$ cat src/rtl/lcd_pkg.sv
// Shared types and constants for the HD44780 4-bit LCD controller: FSM state
// enum, queued entry layout, the clear/home predicate and the init sequence.
package lcd_pkg;

  // Wide enough for the longest wait (power-up, ~405k cycles at 27 MHz).
  localparam int unsigned CntW    = 19;
  localparam int unsigned InitLen = 8;

  typedef enum logic [2:0] {
    StIdle,
    StSetH,
    StEhH,
    StElH,
    StSetL,
    StEhL,
    StWait
  } state_e;

  // One queued write: nib = send high nibble only, rs = data/command select.
  typedef struct packed {
    logic       nib;
    logic       rs;
    logic [7:0] data;
  } entry_t;

  // Clear display (0x01) and return home (0x02/0x03) need the long wait.
  function automatic logic is_clear_home(entry_t ent);
    return !ent.nib && !ent.rs &&
           (ent.data == 8'h01 || ent.data == 8'h02 || ent.data == 8'h03);
  endfunction

  // Power-on 4-bit init sequence: three 0x3 wake-ups, switch to 4-bit, then
  // function set, display on, clear, entry mode.
  function automatic entry_t init_rom(logic [2:0] idx);
    entry_t ent;
    case (idx)
      3'd0:    ent = '{nib: 1'b1, rs: 1'b0, data: 8'h30};
      3'd1:    ent = '{nib: 1'b1, rs: 1'b0, data: 8'h30};
      3'd2:    ent = '{nib: 1'b1, rs: 1'b0, data: 8'h30};
      3'd3:    ent = '{nib: 1'b1, rs: 1'b0, data: 8'h20};
      3'd4:    ent = '{nib: 1'b0, rs: 1'b0, data: 8'h28};
      3'd5:    ent = '{nib: 1'b0, rs: 1'b0, data: 8'h0C};
      3'd6:    ent = '{nib: 1'b0, rs: 1'b0, data: 8'h01};
      default: ent = '{nib: 1'b0, rs: 1'b0, data: 8'h06};
    endcase
    return ent;
  endfunction

endpackage

$ cat src/rtl/lcd_cmd_fifo.sv
// Command queue for the LCD controller. Synchronous FIFO with registered
// full/empty flags; the head entry comes straight from the storage flops.
// Depth must be a power of two, at least 2.
module lcd_cmd_fifo import lcd_pkg::*; #(
  parameter int unsigned Depth = 4
) (
  input  logic   sys_clk,
  input  logic   rst_n,
  input  logic   push,
  input  logic   pop,
  input  entry_t wdata,
  output entry_t rdata,
  output logic   full,
  output logic   empty
);

  localparam int unsigned AW = $clog2(Depth);

  entry_t          mem_q [Depth];
  logic [AW-1:0]   wptr_q, rptr_q;
  logic [AW:0]     count_q, count_d;
  logic            full_q, empty_q;
  logic            do_push, do_pop;

  // A push is judged against the registered full flag, so a same-cycle pop
  // never makes room for it.
  assign do_push = push && !full_q;
  assign do_pop  = pop && !empty_q;

  // Occupancy next state.
  always_comb begin
    count_d = count_q;
    if (do_push && !do_pop) begin
      count_d = count_q + (AW+1)'(1);
    end else if (!do_push && do_pop) begin
      count_d = count_q - (AW+1)'(1);
    end
  end

  // Pointers, occupancy and flags.
  always_ff @(posedge sys_clk or negedge rst_n) begin
    if (!rst_n) begin
      wptr_q  <= '0;
      rptr_q  <= '0;
      count_q <= '0;
      full_q  <= 1'b0;
      empty_q <= 1'b1;
    end else begin
      if (do_push) wptr_q <= wptr_q + AW'(1);
      if (do_pop)  rptr_q <= rptr_q + AW'(1);
      count_q <= count_d;
      full_q  <= (count_d == (AW+1)'(Depth));
      empty_q <= (count_d == '0);
    end
  end

  // Entry storage; contents are don't-care until written.
  always_ff @(posedge sys_clk) begin
    if (do_push) mem_q[wptr_q] <= wdata;
  end

  assign rdata = mem_q[rptr_q];
  assign full  = full_q;
  assign empty = empty_q;

endmodule

$ cat src/rtl/lcd_ctrl.sv
// HD44780-compatible 4-bit LCD write controller. Queues CPU writes, splits
// bytes into nibbles and generates RS/DB/E timing plus execution waits.
// Define LCD_CTRL_INIT_EN to run the power-on init sequence from reset.
module lcd_ctrl import lcd_pkg::*; #(
  parameter int unsigned FIFO_DEPTH = 4,
  parameter int unsigned T_SETUP    = 2,
  parameter int unsigned T_E_HIGH   = 13,
  parameter int unsigned T_E_LOW    = 27,
  parameter int unsigned T_EXEC     = 1080,
  parameter int unsigned T_CLEAR    = 44280,
  parameter int unsigned T_POWERUP  = 405000
) (
  input  logic       sys_clk,
  input  logic       rst_n,
  input  logic       wr,
  input  logic       wr_rs,
  input  logic       wr_nib,
  input  logic [7:0] wr_data,
  output logic       busy,
  output logic       full,
  output logic       ovf,
  output logic       lcd_e,
  output logic       lcd_rw,
  output logic       lcd_rs,
  output logic [3:0] lcd_db
);

`ifdef LCD_CTRL_INIT_EN
  localparam bit InitEn = 1'b1;
`else
  localparam bit InitEn = 1'b0;
`endif

  // Counter load for a state lasting v cycles.
  function automatic logic [CntW-1:0] ld(int unsigned v);
    return CntW'(v - 1);
  endfunction

  state_e          state_q, state_d;
  logic [CntW-1:0] cnt_q, cnt_d;
  entry_t          cur_q, cur_d;
  logic            long_q, long_d;
  logic            e_q, e_d;
  logic            rs_q, rs_d;
  logic [3:0]      db_q, db_d;
  logic            ovf_q;

  entry_t          wr_entry, fifo_rdata, src;
  logic            fifo_full, fifo_empty, fifo_pop;
  logic            cnt_done;
  logic [CntW-1:0] wait_ld;
  logic            init_active_q;
  logic [2:0]      init_idx_q;

  assign wr_entry = '{nib: wr_nib, rs: wr_rs, data: wr_data};

  lcd_cmd_fifo #(
    .Depth (FIFO_DEPTH)
  ) u_fifo (
    .sys_clk (sys_clk),
    .rst_n   (rst_n),
    .push    (wr),
    .pop     (fifo_pop),
    .wdata   (wr_entry),
    .rdata   (fifo_rdata),
    .full    (fifo_full),
    .empty   (fifo_empty)
  );

`ifdef LCD_CTRL_INIT_EN
  // Walk the init ROM one entry per IDLE visit; user entries wait until done.
  always_ff @(posedge sys_clk or negedge rst_n) begin
    if (!rst_n) begin
      init_active_q <= 1'b1;
      init_idx_q    <= '0;
    end else if (state_q == StIdle && init_active_q) begin
      init_idx_q <= init_idx_q + 3'd1;
      if (init_idx_q == 3'(InitLen - 1)) init_active_q <= 1'b0;
    end
  end
`else
  assign init_active_q = 1'b0;
  assign init_idx_q    = '0;
`endif

  assign src      = init_active_q ? init_rom(init_idx_q) : fifo_rdata;
  assign cnt_done = (cnt_q == '0);
  assign wait_ld  = long_q ? ld(T_CLEAR) : ld(T_EXEC);

  // Next-state, timer and pin logic for the nibble sequencer.
  always_comb begin
    state_d  = state_q;
    cnt_d    = cnt_q;
    cur_d    = cur_q;
    long_d   = long_q;
    e_d      = e_q;
    rs_d     = rs_q;
    db_d     = db_q;
    fifo_pop = 1'b0;
    if (!cnt_done) cnt_d = cnt_q - CntW'(1);
    unique case (state_q)
      StIdle: begin
        if (init_active_q || !fifo_empty) begin
          cur_d    = src;
          // Init wake-up nibbles also need the long settle time.
          long_d   = is_clear_home(src) || (init_active_q && src.nib);
          rs_d     = src.rs;
          db_d     = src.data[7:4];
          cnt_d    = ld(T_SETUP);
          fifo_pop = !init_active_q;
          state_d  = StSetH;
        end
      end
      StSetH: begin
        if (cnt_done) begin
          e_d     = 1'b1;
          cnt_d   = ld(T_E_HIGH);
          state_d = StEhH;
        end
      end
      StEhH: begin
        if (cnt_done) begin
          e_d = 1'b0;
          if (cur_q.nib) begin
            cnt_d   = wait_ld;
            state_d = StWait;
          end else begin
            db_d    = cur_q.data[3:0];
            cnt_d   = ld(T_E_LOW);
            state_d = StElH;
          end
        end
      end
      StElH: begin
        if (cnt_done) begin
          cnt_d   = ld(T_SETUP);
          state_d = StSetL;
        end
      end
      StSetL: begin
        if (cnt_done) begin
          e_d     = 1'b1;
          cnt_d   = ld(T_E_HIGH);
          state_d = StEhL;
        end
      end
      StEhL: begin
        if (cnt_done) begin
          e_d     = 1'b0;
          cnt_d   = wait_ld;
          state_d = StWait;
        end
      end
      StWait: begin
        if (cnt_done) state_d = StIdle;
      end
      default: begin
        e_d     = 1'b0;
        state_d = StIdle;
      end
    endcase
  end

  // Sequencer state and registered LCD pins; reset drops E immediately.
  always_ff @(posedge sys_clk or negedge rst_n) begin
    if (!rst_n) begin
      state_q <= InitEn ? StWait : StIdle;
      cnt_q   <= InitEn ? ld(T_POWERUP) : '0;
      cur_q   <= '0;
      long_q  <= 1'b0;
      e_q     <= 1'b0;
      rs_q    <= 1'b0;
      db_q    <= '0;
    end else begin
      state_q <= state_d;
      cnt_q   <= cnt_d;
      cur_q   <= cur_d;
      long_q  <= long_d;
      e_q     <= e_d;
      rs_q    <= rs_d;
      db_q    <= db_d;
    end
  end

  // Sticky overflow: a write was dropped because the queue was full.
  always_ff @(posedge sys_clk or negedge rst_n) begin
    if (!rst_n) begin
      ovf_q <= 1'b0;
    end else if (wr && fifo_full) begin
      ovf_q <= 1'b1;
    end
  end

  assign busy   = (state_q != StIdle) || !fifo_empty || init_active_q;
  assign full   = fifo_full;
  assign ovf    = ovf_q;
  assign lcd_e  = e_q;
  assign lcd_rw = 1'b0;
  assign lcd_rs = rs_q;
  assign lcd_db = db_q;

endmodule

$ cat config.mk
export PLATFORM = sky130hd
export DESIGN_NAME = lcd_ctrl
export DESIGN_NICKNAME = d
export VERILOG_FILES = /design/src/rtl/lcd_pkg.sv /design/src/rtl/lcd_cmd_fifo.sv /design/src/rtl/lcd_ctrl.sv
export SDC_FILE = /design/constraint.sdc
export NUM_CORES = 1
export LEC_CHECK = 0
export CAP_MARGIN = 0
export CORE_MARGIN = 3
export CORE_UTILIZATION = 64
export CTS_BUF_LIST = sky130_fd_sc_hd__clkbuf_4 sky130_fd_sc_hd__clkbuf_8 sky130_fd_sc_hd__clkbuf_16
export DETAILED_ROUTE_END_ITERATION = 12
export GPL_TIMING_DRIVEN = 0
export HOLD_SLACK_MARGIN = 0.1
export PLACE_DENSITY = 0.92
export SYNTH_ARGS = -nofsm -noshare
export SYNTH_HDL_FRONTEND = slang
export SYNTH_SLANG_ARGS = --single-unit
$ cat constraint.sdc
create_clock -name sys_clk -period 7.6 [get_ports sys_clk]
set_clock_uncertainty 0.2 [all_clocks]
set_input_delay 2.28 -clock sys_clk [delete_from_list [all_inputs] [get_ports sys_clk]]
set_output_delay 2.28 -clock sys_clk [all_outputs]
set_load 0.05 [all_outputs]
[Yosys cells after proc, flatten, opt, wreduce, memory -nomap -nowiden]
Memory sizes are Yosys's and may differ from the RTL's.
Index checks and enable logic that the tools add are counted.
Cells by class
  $add $sub $neg: 5
  equality and inequality tests: 20
  mux-type cells: 31
  bitwise gates (word level): 2
  reduce and logical (&&, ||, !) cells: 28
Operators with widths (number)
  $mux 19: 6
  $pmux 19 s5: 1
  $mux 16: 2
  $mux 3: 10
  $pmux 3 s7: 1
  $logic_not 19->1: 1
  $sub 19x1->19 const B: 1
  $eq 8x2->1 const B: 2
  $ne 2x2->1 const B: 8
  $eq 3x3->1 const B: 4
  $mux 4: 3
  $eq 8x1->1 const B: 1
  $pmux 4 s2: 1
  $logic_and 1x1->1: 7
  $reduce_and 7->1: 1
  $eq 3x2->1 const B: 2
  $logic_not 1->1: 6
  $logic_not 3->1: 2
  $mux 1: 6
  $add 2x1->2 const B: 2
  $ne 2x1->1 const B: 2
  $reduce_and 4->1: 1
  $reduce_or 2->1: 2
  $add 3x1->3 const B: 1
  10 further kinds: 13
Storage, ports and cells
  flip-flop bits (word level): 44
  memory bits (writable): 40
  input port bits: 13
  output and inout port bits: 10
  word-level logic and storage cells: 101
  memories: 1
Memories
  u_fifo.mem_q: words 4, bits a word 10, rd ports 1, clocked after memory_dff 0, write ports 1, RTL line lcd_cmd_fifo.sv:19  | entry_t mem_q [Depth];

[Logic depth before layout (Yosys ltp)]
  word-level depth: 7
  mapped depth: 12
  mapped depth without buffers: 10

[Cells and area by module]
From an unflattened synthesis, not the netlist that was laid out.
Second synthesis, totals
  cells, all modules: 335
  area total of the unflattened synthesis: 4083.9 um^2
By module, submodules not included
  lcd_ctrl: times used 1, cells an instance 231, area an instance 2092.0 um^2, sequential area each 875.8 um^2
  lcd_cmd_fifo: times used 1, cells an instance 104, area an instance 1991.9 um^2, sequential area each 1427.6 um^2

[Worst setup path after synthesis]
OpenSTA, ideal clock, no wires.
  path kind: flip-flop to output port
  from: register state_q[0]
  to: output port busy
  arrival: 1.227 ns
  required time: 5.120 ns
  slack: 3.893 ns
  cell stages (with the launch flop): 4
  buffers on the path: 1
  path through: dfrtp_1 > clkbuf_1 > nor2_1 > nand3_1
Between the ends
  longest elaborated chain between the ends: 2
RTL lines
  from (decl): RTL line lcd_ctrl.sv:39  | state_e state_q, state_d;
  from (signal assigned): RTL line lcd_ctrl.sv:167  | state_q <= InitEn ? StWait : StIdle;
  from (signal assigned): RTL line lcd_ctrl.sv:175  | state_q <= state_d;
  $reduce_bool 3->1: RTL line lcd_ctrl.sv:194  | assign busy = (state_q != StIdle) || !fifo_empty || init_active_q;
  $logic_or 1x1->1: RTL line lcd_ctrl.sv:194
  to (decl): RTL line lcd_ctrl.sv:19  | output logic busy,
Every way passes these cells.

[Worst setup path in the final report]
  from: register state_q[1]
  to: output port busy
The elaborated chain is that of the path after synthesis.

==> out/results.ini <==
[global_route]
grt_max_degree = 27
grt_usage_pct = 26.6
antenna_found_initial = 0
grt_pass1_wl_um = 15200
overflow = 0
grt_pass1_vias = 3062

[setup_path]
worstPathCellList = clkbuf_1 -> inv_1 -> nand3_1 -> clkdlybuf4s50_1
path_class = register to output port
r2r-start = cnt_q[11]$_DFF_PN0_
slowest_delay_ns = 0.81
regToRegSetupSlack_ns = 4.44
crit_slowest_cell = clkdlybuf4s50_1
critPathArrivalTime_ns = 2.31
crit_path_start_kind = register
reg2reg_to = cnt_q[0]$_DFF_PN0_
crit_path_start = state_q[1]$_DFFE_PN0P_
endpoint_kind = output port
required_ns = 5.12
reg2reg_depth = 10
crit_fanout = 10

[logic_synthesis]
async_flop_share_pct = 52.4
synth_edf_count = 40
synth_seq_cells = 84
ys_types = 74
syn_area_per_cell_um2 = 12.0
ys.flop_type = dfrtp_1
synth_nets = 374
synth_cells = 351
syn-cell-area_um2 = 4220
synth_seq_area_share_pct = 54.6
yosys_warnings = 0

[sta]
tightest_slew_ns = 0.854
finalCritPeriodShare_pct = 63.0
timing.fmax_mhz = 209
fin_ws_ns = 2.81
rsz0062_at_grt = no
relSlewSlack_pct = 42.5
setup_tns_ns = 0
min_period_ns = 4.79
final_hold_viol_count = 0
finalSetupViolations = 0
slew_violations = 0

[die]
die_h_um = 87.2
start_util_pct = 68.4
dieWidth_um = 87.2
dieArea_um2 = 7600
fp-row-count = 28
io_pins = 23
core_area_um2 = 6170

[finish]
diodes = 0
fillCellCount = 385
fin_nets = 407
finalInstanceArea_um2 = 4730
syn_to_final_growth_pct = 12.2
final_common_cell = dfrtp_1
layout-drive-gt1-share_pct = 13.9
final_cell_mix = dfrtp_1 (43), nand2_1 (40), edfxtp_1 (40), nor2_1 (23), clkdlybuf4s50_1 (20)

[placement]
dpl_worst_slack_ns = 3.22
place_area_um2 = 4540
dp_hpwl_um = 6370
io_buffers = 21
routabilityCongestion = 0.943

[clock_tree]
numCtsBuffers = 9
cts_tree = done
numClockSinks = 84
clock_tree.root_cell = clkbuf_8
cts.path.max_buffers = 2
path_clk_slew_ns = 0.10
ctsHoldBuffers = 0
cts_resized = 0
cts_htree_levels = 3
clk_latency_ns = 0.37
postCtsSetupBuffers = 0

[run_status]
status = finished clean

[pwr]
power.density_nw_per_um2 = 416
cell_internal_pwr_mw = 1.12
p_switching_uw = 846
ir_worst_vdd_mv = 0.295
clkPwrFrac_pct = 15.7
p_sw_share_pct = 43.0
p_comb_share_pct = 47.0
leakagePower_nw = 1.84
seq_power_share_pct = 37.3

[route]
ant_nets = 0
via_count = 3052
viasPerCell = 6.58
routed_wl_um = 9100
drt_iter0_markers = 320
drc_errors = 0
dr.pass1.iters = 6
wire_per_inst_um = 19.6

[worst_hold_path]
min_path_type = register to register
hp-start = ovf$_DFFE_PN0P_
min_to = ovf$_DFFE_PN0P_
holdPathStages = 1

[run]
cap_violations = 0

metrics by stage:
stage                     power (mW)  hold WS [ns]  util, %  cells
after floorplan                 1.40         0.246        -    351
after global placement          1.59         0.241     73.4    447
after detailed placement        1.64         0.251     73.6    448
after CTS                       1.96         0.275     76.8    464
after global routing            2.09         0.290     76.8    464
final                           1.97         0.270     76.8    464
per-layer routing:
layer	vias up	wire [um]	global-route usage, %
met5	-	0	0
met1	1476	3500	32.6
met4	0	405	13.4
met2	161	4590	43.8
li1	1370	-	-
met3	45	603	6.72
worst max path at each step:
stage,endpoint,slack (ns),cells past startpoint
after floorplan,busy,3.89,3
after global placement,lcd_rs$_DFFE_PN0P_,2.87,1
after detailed placement,u_fifo.full$_DFF_PN0_,3.22,7
after CTS,busy,2.84,4
after global routing,busy,2.70,4
final,busy,2.81,4
state kept, by name, indices dropped and copies added, names as in the netlist:
name            flops
ovf                 1
lcd_e               1
lcd_rs              1
u_fifo.count_q      3
u_fifo.wptr_q       2
u_fifo.full         1
u_fifo.empty        1
long_q              1
cnt_q              19
lcd_db              4
u_fifo.rptr_q       2
u_fifo.mem_q       40
cur_q               5
state_q             3
synthesized netlist by cell type, types with 2 or more instances:
library cell	instances	area, um2
nand2_1	40	150
edfxtp_1	40	1200
o211ai_1	2	15.0
mux4_2	10	225
buf_6	2	22.5
and4bb_1	2	25.0
buf_1	2	7.51
and2_1	7	43.8
clkbuf_1	8	30.0
xor2_1	5	43.8
nand4_1	2	12.5
nand3_1	6	30.0
or3_1	4	25.0
o21ai_0	4	20.0
nor4_2	2	25.0
nand2b_1	2	12.5
nor2b_1	2	12.5
ha_1	10	125
or4_1	3	22.5
nor3b_1	2	15.0
and3_1	2	12.5
o31ai_1	3	22.5
a21oi_1	18	90.1
xnor2_1	12	105
a211oi_1	6	45.0
o21ai_1	6	30.0
inv_1	12	45.0
nand3b_1	2	15.0
a31oi_1	2	12.5
mux2i_1	3	30.0
a2111oi_0	2	17.5
dfrtp_1	43	1080
mux2_2	2	22.5
nor3_1	11	55.1
a311oi_1	2	17.5
mux2_1	2	22.5
nor4_1	3	18.8
buf_2	4	20.0
nor2_1	23	86.3
o22ai_1	4	25.0
final cells by class:
class,count,area (um2),share of cell area [%]
buffer,18,103,2.17
multi-input combinational,236,1760,37.2
clock inverter,7,71.3,1.51
clock buffer,9,124,2.62
sequential,84,2300,48.7
timing repair buffer,22,225,4.76
tap,75,93.8,1.98
inverter,13,51.3,1.08
power by group through the flow:
stage	Sequential, mW	Combinational [mW]	Clock [mW]
after floorplan	0.775	0.627	0
after global placement	0.725	0.866	0
after detailed placement	0.739	0.901	0
after CTS	0.731	0.918	0.313
after global routing	0.749	1.01	0.328
final	0.734	0.925	0.309
cells by family after synthesis:
group	count (synthesis)	synth area share [%]
buffers and inverters	31	3.65
other	1	0.0889
adders and majority gates	11	3.20
xor gates and xnor gates	17	3.53
AOI/OAI and AO/OA	67	11.9
muxes	17	7.12
and+or+nand+nor	123	15.9
DFF	84	54.6
worst max-delay path, delay by kind of cell (launching register included):
family	cells	cell delay, ns
buffers and inverters	3	1.36
flip-flops	1	0.44
AND/OR/NAND/NOR	1	0.13
Note: power is estimated with default switching activity, not from simulation.
